[src/rtl/dac_spi_12bit_pkg.sv]
// Shared constants for the MCP4921-style SPI DAC transmitter: FSM encodings,
// frame geometry and the default frame header.
package dac_spi_12bit_pkg;

    localparam logic [3:0] IDLE  = 4'd0;
    localparam logic [3:0] LOAD  = 4'd1;
    localparam logic [3:0] SHIFT = 4'd2;
    localparam logic [3:0] DONE  = 4'd3;

    localparam int unsigned FRAME_BITS = 16;
    localparam int unsigned DATA_BITS  = 12;

    // A/B = 0 (DAC A), BUF = 0, GA = 1 (1x), SHDN = 1 (active)
    localparam logic [3:0] CFG_BITS_DEFAULT = 4'b0011;

    function automatic logic [FRAME_BITS-1:0] build_frame(input logic [3:0] cfg,
                                                          input logic [DATA_BITS-1:0] value);
        return {cfg, value};
    endfunction

endpackage

[src/rtl/dac_spi_12bit.sv]
// Continuous 16-bit SPI frame transmitter for a 12-bit DAC. SCK runs at half the
// system clock (mode 0); the input sample is captured once per frame in LOAD.
module dac_spi_12bit
    import dac_spi_12bit_pkg::*;
#(
    parameter logic [3:0]  CFG_BITS       = CFG_BITS_DEFAULT,
    parameter int unsigned CS_IDLE_CYCLES = 2
) (
    input  logic        clk12MHz,
    input  logic        rst,
    input  logic [11:0] digital_12bit_value,
    output logic        sdo,
    output logic        cs,
    output logic        sck,
    output logic [3:0]  debug_states,
    output logic        debug_sck_halfs
);

    logic [3:0]            state_q, state_d;
    logic [FRAME_BITS-1:0] shreg_q, shreg_d;
    logic [3:0]            bit_cnt_q, bit_cnt_d;
    logic [7:0]            idle_cnt_q, idle_cnt_d;
    logic                  phase_q, phase_d;
    logic                  cs_q, cs_d;
    logic                  sck_q, sck_d;
    logic                  sdo_q, sdo_d;
    logic                  idle_last;

    assign idle_last = (32'(idle_cnt_q) + 32'd1) >= CS_IDLE_CYCLES;

    always_comb begin
        state_d    = state_q;
        shreg_d    = shreg_q;
        bit_cnt_d  = bit_cnt_q;
        idle_cnt_d = idle_cnt_q;
        phase_d    = phase_q;
        cs_d       = cs_q;
        sck_d      = sck_q;
        sdo_d      = sdo_q;
        case (state_q)
            IDLE: begin
                cs_d    = 1'b1;
                sck_d   = 1'b0;
                sdo_d   = 1'b0;
                phase_d = 1'b0;
                state_d = LOAD;
            end
            LOAD: begin
                shreg_d   = build_frame(CFG_BITS, digital_12bit_value);
                cs_d      = 1'b0;
                sck_d     = 1'b0;
                sdo_d     = CFG_BITS[3];
                bit_cnt_d = '0;
                phase_d   = 1'b0;
                state_d   = SHIFT;
            end
            SHIFT: begin
                phase_d = ~phase_q;
                if (!phase_q) begin
                    sck_d = 1'b1;
                end else begin
                    // Falling SCK edge: present the next bit while the DAC is not sampling
                    sck_d     = 1'b0;
                    shreg_d   = {shreg_q[FRAME_BITS-2:0], 1'b0};
                    bit_cnt_d = bit_cnt_q + 4'd1;
                    if (bit_cnt_q == 4'(FRAME_BITS - 1)) begin
                        cs_d       = 1'b1;
                        sdo_d      = 1'b0;
                        idle_cnt_d = '0;
                        state_d    = DONE;
                    end else begin
                        sdo_d = shreg_q[FRAME_BITS-2];
                    end
                end
            end
            DONE: begin
                cs_d  = 1'b1;
                sck_d = 1'b0;
                sdo_d = 1'b0;
                if (idle_last) begin
                    state_d = LOAD;
                end else begin
                    idle_cnt_d = idle_cnt_q + 8'd1;
                end
            end
            default: begin
                cs_d    = 1'b1;
                sck_d   = 1'b0;
                sdo_d   = 1'b0;
                phase_d = 1'b0;
                state_d = IDLE;
            end
        endcase
    end

    always_ff @(posedge clk12MHz) begin
        if (!rst) begin
            state_q    <= IDLE;
            shreg_q    <= '0;
            bit_cnt_q  <= '0;
            idle_cnt_q <= '0;
            phase_q    <= 1'b0;
            cs_q       <= 1'b1;
            sck_q      <= 1'b0;
            sdo_q      <= 1'b0;
        end else begin
            state_q    <= state_d;
            shreg_q    <= shreg_d;
            bit_cnt_q  <= bit_cnt_d;
            idle_cnt_q <= idle_cnt_d;
            phase_q    <= phase_d;
            cs_q       <= cs_d;
            sck_q      <= sck_d;
            sdo_q      <= sdo_d;
        end
    end

    assign sdo             = sdo_q;
    assign cs              = cs_q;
    assign sck             = sck_q;
    assign debug_states    = state_q;
    assign debug_sck_halfs = phase_q;

endmodule

[config.mk]
export PLATFORM = sky130hd
export DESIGN_NAME = dac_spi_12bit
export DESIGN_NICKNAME = d
export VERILOG_FILES = /design/src/rtl/dac_spi_12bit_pkg.sv /design/src/rtl/dac_spi_12bit.sv
export SDC_FILE = /design/constraint.sdc
export NUM_CORES = 1
export LEC_CHECK = 0
export ABC_CLOCK_PERIOD_IN_PS = 2450
export CAP_MARGIN = 40
export CORE_UTILIZATION = 25
export DETAILED_ROUTE_END_ITERATION = 12
export PLACE_DENSITY = 0.43
export SLEW_MARGIN = 25
export SYNTH_ARGS = -nofsm -noshare
export SYNTH_HDL_FRONTEND = slang
export SYNTH_SLANG_ARGS = --single-unit
[constraint.sdc]
create_clock -name clk12MHz -period 2.45 [get_ports clk12MHz]
set_input_delay 0.735 -clock clk12MHz [delete_from_list [all_inputs] [get_ports clk12MHz]]
set_output_delay 0.735 -clock clk12MHz [all_outputs]
set_load 0.005 [all_outputs]
==> results.py, run 1 <==
metrics = {
    "clock_network": {
        "cts_hold_buf": 0,
        "ctsLongestPathBuffers": 2,
        "clk_pin_slew_ps": 70,
        "insertion_delay_ps": 280,
        "htree_num_levels": 2,
        "postCtsResizedCells": 0,
        "cts_tree": "yes",
        "clkSinkCount": 33,
        "cts_made_buffers": 5,
        "root_buffer": "clkbuf_8",
        "cts_setup_buffers": 0,
    },
    "critical_path": {
        "worstPathCellList": "clkdlybuf4s50_1",
        "critical_path_class": "reg -> out",
        "path_buf_inv": 1,
        "reg2reg_depth": 6,
        "max_stage_delay_ps": 540,
        "cp_num_cells": 1,
        "crit_family": "buffers and inverters",
        "worst-path-max-fanout": 6,
        "crit_required_ps": 1710,
        "worst_path_max_delay_cell": "clkdlybuf4s50_1",
        "cp.arrival_ps": 1260,
        "critPathLaunchType": "register",
        "cp-end-kind": "output pin",
    },
    "layout": {
        "fin_nets": 210,
        "n_fill_cell": 652,
        "syn2layout_area_growth_pct": 23.81,
        "seq_area_um2": 660.6,
        "multiInputGateArea_um2": 799.5,
        "final_common_cell": "dfxtp_1",
        "drive_gt1_frac": 0.09524,
        "final_cells": 264,
        "final_cell_mix": "33 x dfxtp_1, 21 x nor2_1, 19 x clkdlybuf4s50_1",
        "antenna_cells": 0,
        "postLayoutCoreUtil": 0.3212,
    },
    "sta": {
        "timing.setup.tns_ps": 0,
        "fin_hold_ws_ps": 465.4,
        "finalSetupViolCount": 0,
        "min_period_over_period": 0.8131,
        "fin_crit_ps": 1992,
        "max_freq_mhz": 502.0,
        "clock_skew_ps": 6.224,
        "rsz0062_at_grt": "no",
        "drv_slew": 0,
        "final-hold-violation-count": 0,
    },
    "global_route": {
        "grtUsageTotal": 0.1106,
        "grt_start_max_net_pins": 26,
        "grt-ovfl-total": 0,
        "antenna_found_initial": 0,
        "grt_pass1_vias": 1206,
        "grt_pass1_wl_um": 5306,
    },
    "die": {
        "core.rowCount": 28,
        "dieHeight_um": 80.62,
        "io_pins": 22,
        "die-area_mm2": 0.006500,
        "die_x_um": 80.62,
        "start_util": 0.2595,
        "coreArea_mm2": 0.005956,
    },
    "synthesis": {
        "syn-instance-count": 167,
        "dominantRegCellSynth": "dfxtp_1",
        "yosysTopAreaCellShare": 0.4275,
        "syn_area_per_cell_um2": 9.253,
        "synth_seq_cells": 33,
        "synth.distinct_cells": 40,
        "synth_edf_count": 0,
        "syn-cell-area_mm2": 0.001545,
        "ys_warn_count": 0,
        "synth_top_cell_by_area": "dfxtp_1",
        "ys_async_sr_fraction": 0,
        "synthTopCellsByArea": "dfxtp_1 43%, a211oi_1 8.7%, mux2i_1 8.4%",
        "yosysSeqAreaShare": 0.4275,
    },
    "power": {
        "p_total_mw": 1.826,
        "power.density_mw_per_mm2": 954.3,
        "max-vdd-ir-drop_uv": 276.8,
        "p_leak_nw": 0.6818,
    },
    "placement": {
        "place_congestion": 0.6913,
        "port_buffers": 19,
        "dp_hpwl_um": 2250,
        "placed_cells": 257,
    },
    "worst_hold_path": {
        "hp-class": "reg -> reg",
        "holdPathStages": 2,
    },
    "drt": {
        "num_vias": 1263,
        "drc": 0,
        "antenna_left": 0,
        "drt_iter0_markers": 58,
        "wl_per_cell_um": 12.10,
        "vias_per_cell": 4.784,
        "totalWireLength_um": 3194,
        "firstDrtPassIters": 4,
    },
    "run": {
        "cap_violations": 0,
    },
    "run_status": {
        "status": "completed",
    },
}
layer usage:
metal  up-vias  wire [um]  GRT usage
met2        26       1447     0.1780
met3         6        158    0.04205
met4         0         56    0.04821
met5         -          0          0
met1       590       1532     0.1295
li1        641          -          -
power by group:
part	leakage [nW]	internal, mW	switching [mW]
logic	0.368	0.304	0.366
clock network	0.0443	0.223	0.191
registers	0.269	0.662	0.0799
total	0.682	1.19	0.637
kinds of logic (layout without fill, tap and decap cells):
kind of cell,count (synthesis),in the layout,synth area share
flops,33,33,0.4275
xor+xnor,2,2,0.01134
buf+inv,21,42,0.05749
other cells,1,2,0.002427
compound gates,39,39,0.1895
fa+ha+maj,7,7,0.05668
mux,13,13,0.08421
simple gates,51,51,0.1709
per-stage QoR:
step	cell area, um^2	setup slack [ps]
3_3_place_gp	1827	481.1
2_1_floorplan	1549	715.0
5_1_grt	1913	272.5
6_report	1913	457.9
3_5_place_dp	1827	429.9
4_1_cts	1913	450.3
worst paths after layout:
path	startpoint	end	slack, ps
setup / recovery	debug_states[0]$_SDFFE_PN0P_	debug_states[0]	460
hold / removal	idle_cnt_q[3]$_SDFFE_PN0P_	idle_cnt_q[3]$_SDFFE_PN0P_	470
setup reg to reg	idle_cnt_q[0]$_SDFFE_PN0P_	idle_cnt_q[2]$_SDFFE_PN0P_	480
hold reg to reg	idle_cnt_q[3]$_SDFFE_PN0P_	idle_cnt_q[3]$_SDFFE_PN0P_	470
synthesized netlist by cell type, drive strengths merged, types with 2 or more instances:
library cell	number
dfxtp	33
nor2	21
a211oi	18
mux2i	13
inv	9
nand2	8
clkbuf	7
ha	7
a21oi	5
buf	4
nand2b	4
o21ai	4
and3	3
nand3	3
nand4	3
a32oi	2
nand4b	2
o221a	2
final cells by class:
cell class	instances	share of cell area
sequential	33	0.3453
multi-input combinational	114	0.4179
clock buffer	7	0.04513
inverter	10	0.01962
timing repair buffer	25	0.1230
tap	75	0.04905
state kept, by name, summed over array words and instances (netlist names):
register         count
cs                   1
sck                  1
sdo                  1
shreg_q             15
debug_states         2
idle_cnt_q           8
bit_cnt_q            4
debug_sck_halfs      1
Note: power is estimated with default switching activity, not from simulation.
==> run 2, diff against run 1 <==
ABC_CLOCK_PERIOD_IN_PS = 1700   (was 2450)
PLACE_DENSITY = 0.44   (was 0.43)
clock period = 1.7 ns   (was 2.45 ns; I/O delays follow)
==> results.py, run 2 (synthesis results as in run 1) <==
metrics = {
    "run_status": {
        "status": "completed",
    },
    "global_route": {
        "grt-ovfl-total": 0,
        "grt_start_max_net_pins": 26,
        "antenna_found_initial": 0,
        "grt_pass1_vias": 1226,
        "grt_pass1_wl_um": 5809,
        "grtUsageTotal": 0.1185,
    },
    "sta": {
        "finalSetupViolCount": 0,
        "max_freq_mhz": 598.8,
        "clock_skew_ps": 1.671,
        "rsz0062_at_grt": "yes",
        "fin_ws_ps": 29.94,
        "fin_crit_ps": 1670,
        "min_period_over_period": 0.9824,
        "final-hold-violation-count": 0,
        "drv_slew": 0,
    },
    "worst_hold_path": {
        "holdPathStages": 2,
        "whs_endpoint": "idle_cnt_q[3]$_SDFFE_PN0P_",
        "min_from": "idle_cnt_q[3]$_SDFFE_PN0P_",
        "hp-class": "reg -> reg",
    },
    "drt": {
        "drt_iter0_markers": 40,
        "wl_per_cell_um": 12.72,
        "antenna_left": 0,
        "num_vias": 1270,
        "drc": 0,
        "firstDrtPassIters": 4,
        "vias_per_cell": 4.652,
        "totalWireLength_um": 3472,
    },
    "die": {
        "coreArea_mm2": 0.005956,
        "dieHeight_um": 80.62,
        "io_pins": 22,
        "start_util": 0.2595,
        "die_x_um": 80.62,
        "die-area_mm2": 0.006500,
        "core.rowCount": 28,
    },
    "power": {
        "seqPwrFrac": 0.357,
        "p_total_mw": 2.967,
        "switching_share": 0.3219,
        "netSwitchingPower_mw": 0.9549,
        "intPower_mw": 2.012,
        "power.density_mw_per_mm2": 1388,
        "combPwrFrac": 0.385,
        "max-vdd-ir-drop_uv": 521.8,
        "clkPwrFrac": 0.258,
        "p_leak_nw": 0.7709,
    },
    "layout": {
        "fin_nets": 218,
        "largest_reg_flops": 15,
        "syn2layout_area_growth_pct": 38.30,
        "drive_gt1_frac": 0.2020,
        "fin_area_mm2": 0.002137,
        "final_cells": 273,
        "antenna_cells": 0,
        "reg_top3": "shreg_q x15, idle_cnt_q x8, bit_cnt_q x4",
        "final_common_cell": "dfxtp_1",
        "final_cell_mix": "28 x dfxtp_1, 20 x nor2_1, 18 x a211oi_1",
        "largest_register": "shreg_q",
    },
    "clock_network": {
        "cts_made_buffers": 5,
        "htree_num_levels": 2,
        "insertion_delay_ps": 280,
        "clkSinkCount": 33,
        "cts_tree": "yes",
        "cts_hold_buf": 0,
        "clk_pin_slew_ps": 70,
        "ctsLongestPathBuffers": 2,
        "root_buffer": "clkbuf_8",
    },
    "critical_path": {
        "worstReg2RegStart": "idle_cnt_q[0]$_SDFFE_PN0P_",
        "critical_path_class": "reg -> reg",
        "worst-path-max-fanout": 4,
        "cp.arrival_ps": 1870,
        "critPathLaunchType": "register",
        "regToRegSetupSlack_ps": 30,
        "crit_required_ps": 1900,
        "cp-end-kind": "register",
        "r2r_end": "idle_cnt_q[0]$_SDFFE_PN0P_",
        "reg2reg_depth": 6,
    },
    "placement": {
        "dpl_worst_slack_ps": -45.13,
        "placed_cell_area_mm2": 0.001911,
        "dp_hpwl_um": 2424,
        "placed_cells": 263,
        "place_congestion": 0.7222,
        "port_buffers": 19,
    },
    "run": {
        "cap_violations": 0,
    },
}
-- run 2: layer usage --
layer	wire length, um	track usage	part of all wire	up-vias
met5	0	0	0	-
met4	34	0.04821	0.0098	0
met3	138	0.03636	0.040	5
met2	1776	0.2034	0.51	21
met1	1522	0.1352	0.44	584
li1	-	-	-	660
-- run 2: layout make-up --
cell class / count / area [um^2]
repair buffers: 33 / 329.1
well taps: 75 / 93.84
clock buffers: 7 / 86.33
multi-input cells: 114 / 885.9
fillers: 621 / 3819
flip-flops and latches: 33 / 674.4
inverters: 10 / 37.54
clock inverters: 1 / 30.03
-- run 2: worst max-delay path by stage --
stage                                  from                          to  slack, ps  depth (start not counted)
4_1_cts        debug_states[1]$_SDFFE_PN0P_             debug_states[1]          7                          1
2_1_floorplan    idle_cnt_q[0]$_SDFFE_PN0P_  idle_cnt_q[0]$_SDFFE_PN0P_         60                          6
5_1_grt          idle_cnt_q[0]$_SDFFE_PN0P_  idle_cnt_q[0]$_SDFFE_PN0P_        -50                          6
3_5_place_dp     idle_cnt_q[0]$_SDFFE_PN0P_  idle_cnt_q[5]$_SDFFE_PN0P_        -50                          6
3_3_place_gp   debug_states[1]$_SDFFE_PN0P_     shreg_q[9]$_SDFFE_PN0P_         50                          7
6_report         idle_cnt_q[0]$_SDFFE_PN0P_  idle_cnt_q[0]$_SDFFE_PN0P_         30                          6
-- run 2: metrics by stage --
stage / utilization / TNS (ps) / hold slack [ps]
4_1_cts: 0.3443 / 0 / 484.0
6_report: 0.3588 / 0 / 462.3
5_1_grt: 0.3588 / -275.0 / 487.5
3_3_place_gp: 0.3208 / 0 / 460.6
3_5_place_dp: 0.3208 / -265.5 / 470.6
2_1_floorplan: - / 0 / 432.8
-- run 2: power groups by stage --
stage / logic, mW / clock network [mW] / registers (mW)
6_report: 1.14 / 0.766 / 1.06
2_1_floorplan: 0.706 / 0 / 1.06
3_3_place_gp: 1.07 / 0 / 1.07
4_1_cts: 1.10 / 0.797 / 1.06
3_5_place_dp: 1.08 / 0 / 1.08
5_1_grt: 1.28 / 0.838 / 1.08
-- run 2: timing repair --
action	CTS	global route
gates resized for setup	7	16
pin swaps	0	6
buffers inserted	1	1
setup endpoints to repair	13	22
-- run 2: worst max-delay path: stages (launching register included) --
cell and delay [ps]:
dfxtp_4 370, ha_4 170, xnor2_1 200, and4b_1 270
o221ai_4 150, or3_1 340, o211ai_1 90
==> run 3, diff against run 2 <==
CORE_UTILIZATION = 45   (was 25)
CTS_BUF_LIST = sky130_fd_sc_hd__clkbuf_16   (was not set)
PLACE_DENSITY = 0.71   (was 0.44)
==> results.py, run 3 (synthesis results as in run 1) <==
metrics = {
    "sta": {
        "fin_crit_ps": 1778,
        "fin_hold_ws_ps": 463.8,
        "rsz0062_at_grt": "yes",
        "clock_skew_ps": 6.408,
        "finalSetupViolCount": 9,
        "min_period_over_period": 1.046,
        "final-hold-violation-count": 0,
        "max_freq_mhz": 562.5,
        "fin_ws_ps": -77.76,
        "timing.setup.tns_ps": -286.9,
        "drv_slew": 0,
    },
    "critical_path": {
        "critPathLaunchType": "register",
        "cp.arrival_ps": 1970,
        "worstPathCellList": "ha_4 > nor4b_1 > nand3_1 > and3_4 > or3_1 > o211ai_1",
        "reg2reg_depth": 6,
        "crit_required_ps": 1890,
        "r2r_end": "idle_cnt_q[0]$_SDFFE_PN0P_",
        "worst_path_max_delay_cell": "dfxtp_4",
        "startpoint": "idle_cnt_q[0]$_SDFFE_PN0P_",
        "cp-end-kind": "register",
        "worstSetupEndpoint": "idle_cnt_q[0]$_SDFFE_PN0P_",
        "worstReg2RegStart": "idle_cnt_q[0]$_SDFFE_PN0P_",
        "critical_path_class": "reg -> reg",
        "max_stage_delay_ps": 360,
        "regToRegSetupSlack_ps": -80,
        "worst-path-max-fanout": 4,
    },
    "global_route": {
        "antenna_found_initial": 0,
        "grt_pass1_wl_um": 5457,
        "grt_pass1_vias": 1230,
        "grtUsageTotal": 0.2099,
        "grt_start_max_net_pins": 26,
        "grt-ovfl-total": 0,
    },
    "layout": {
        "final_common_cell": "dfxtp_1",
        "postLayoutCoreUtil": 0.6718,
        "antenna_cells": 0,
        "largest_register": "shreg_q",
        "syn2layout_area_growth_pct": 37.08,
        "final_cells": 240,
        "reg_top3": "shreg_q x15, idle_cnt_q x8, bit_cnt_q x4",
        "drive_gt1_frac": 0.1786,
        "fin_nets": 217,
        "largest_reg_flops": 15,
        "fin_area_mm2": 0.002118,
        "final_cell_mix": "29 x dfxtp_1, 21 x nor2_1, 18 x clkdlybuf4s50_1",
    },
    "clock_network": {
        "cts_made_buffers": 5,
        "cts_tree": "yes",
        "htree_num_levels": 2,
        "ctsLongestPathBuffers": 2,
        "root_buffer": "clkbuf_16",
        "clk_pin_slew_ps": 50,
        "clkSinkCount": 33,
        "insertion_delay_ps": 280,
    },
    "die": {
        "die-area_mm2": 0.003672,
        "io_pins": 22,
        "coreArea_mm2": 0.003153,
        "start_util": 0.4901,
        "dieHeight_um": 60.60,
        "core.rowCount": 20,
        "die_x_um": 60.60,
    },
    "power": {
        "p_leak_nw": 0.7788,
        "p_total_mw": 3.086,
        "max-vdd-ir-drop_uv": 888.5,
        "power.density_mw_per_mm2": 1457,
    },
    "placement": {
        "port_buffers": 19,
        "placed_cells": 230,
        "placed_cell_area_mm2": 0.001869,
        "dpl_worst_slack_ps": -76.12,
        "dp_hpwl_um": 2165,
        "place_congestion": 0.8698,
    },
    "drt": {
        "drc": 0,
        "vias_per_cell": 5.583,
        "firstDrtPassIters": 4,
        "drt_iter0_markers": 104,
        "totalWireLength_um": 3569,
        "wl_per_cell_um": 14.87,
        "num_vias": 1340,
        "antenna_left": 0,
    },
    "run_status": {
        "status": "finished with violations",
        "violations": "setup timing",
    },
    "worst_hold_path": {
        "holdPathStages": 2,
        "hp-class": "reg -> reg",
    },
    "run": {
        "cap_violations": 0,
    },
}
==> run 3: worst max-delay path: cells and delay by family, from the launching register on <==
kind	cells	cell delay, ps
AO/OA/AOI/OAI	1	100
AND/OR/NAND/NOR	4	1060
flip-flops	1	360
adder cells (fa/ha/maj)	1	170
==> run 3: how the worst min path moves through the flow <==
stage | start | to
final | sdo$_SDFFE_PN0P_ | sdo$_SDFFE_PN0P_
after floorplan | idle_cnt_q[5]$_SDFFE_PN0P_ | idle_cnt_q[5]$_SDFFE_PN0P_
after detailed placement | sdo$_SDFFE_PN0P_ | sdo$_SDFFE_PN0P_
after CTS | idle_cnt_q[7]$_SDFFE_PN0P_ | idle_cnt_q[7]$_SDFFE_PN0P_
after global placement | idle_cnt_q[5]$_SDFFE_PN0P_ | idle_cnt_q[5]$_SDFFE_PN0P_
after global routing | sdo$_SDFFE_PN0P_ | sdo$_SDFFE_PN0P_
==> run 3: what timing repair did <==
item / in CTS / in global routing
hold buffers: 0 / 0
setup buffers: 0 / 2
cloned: 0 / 1
pin swaps: 4 / 3
setup endpoints to repair: 19 / 14
resized for setup: 9 / 8
==> run 3: power by group <==
part	switching, mW	internal (mW)
clock network	0.307	0.522
registers	0.116	0.962
logic	0.597	0.581
==> run 3: layer usage <==
layer	global-route usage	wire (um)
met4	0.09740	89
met5	0	0
met3	0.07676	149
met1	0.2477	1615
met2	0.3407	1715
==> run 3: area by class of cell <==
type,instances,area (um^2)
fill,254,1035
inverter,10,37.54
timing repair buffer,32,349.1
tap,44,55.05
multi-input combinational,114,870.8
clock buffer,5,125.1
clock inverter,2,7.507
sequential,33,673.1
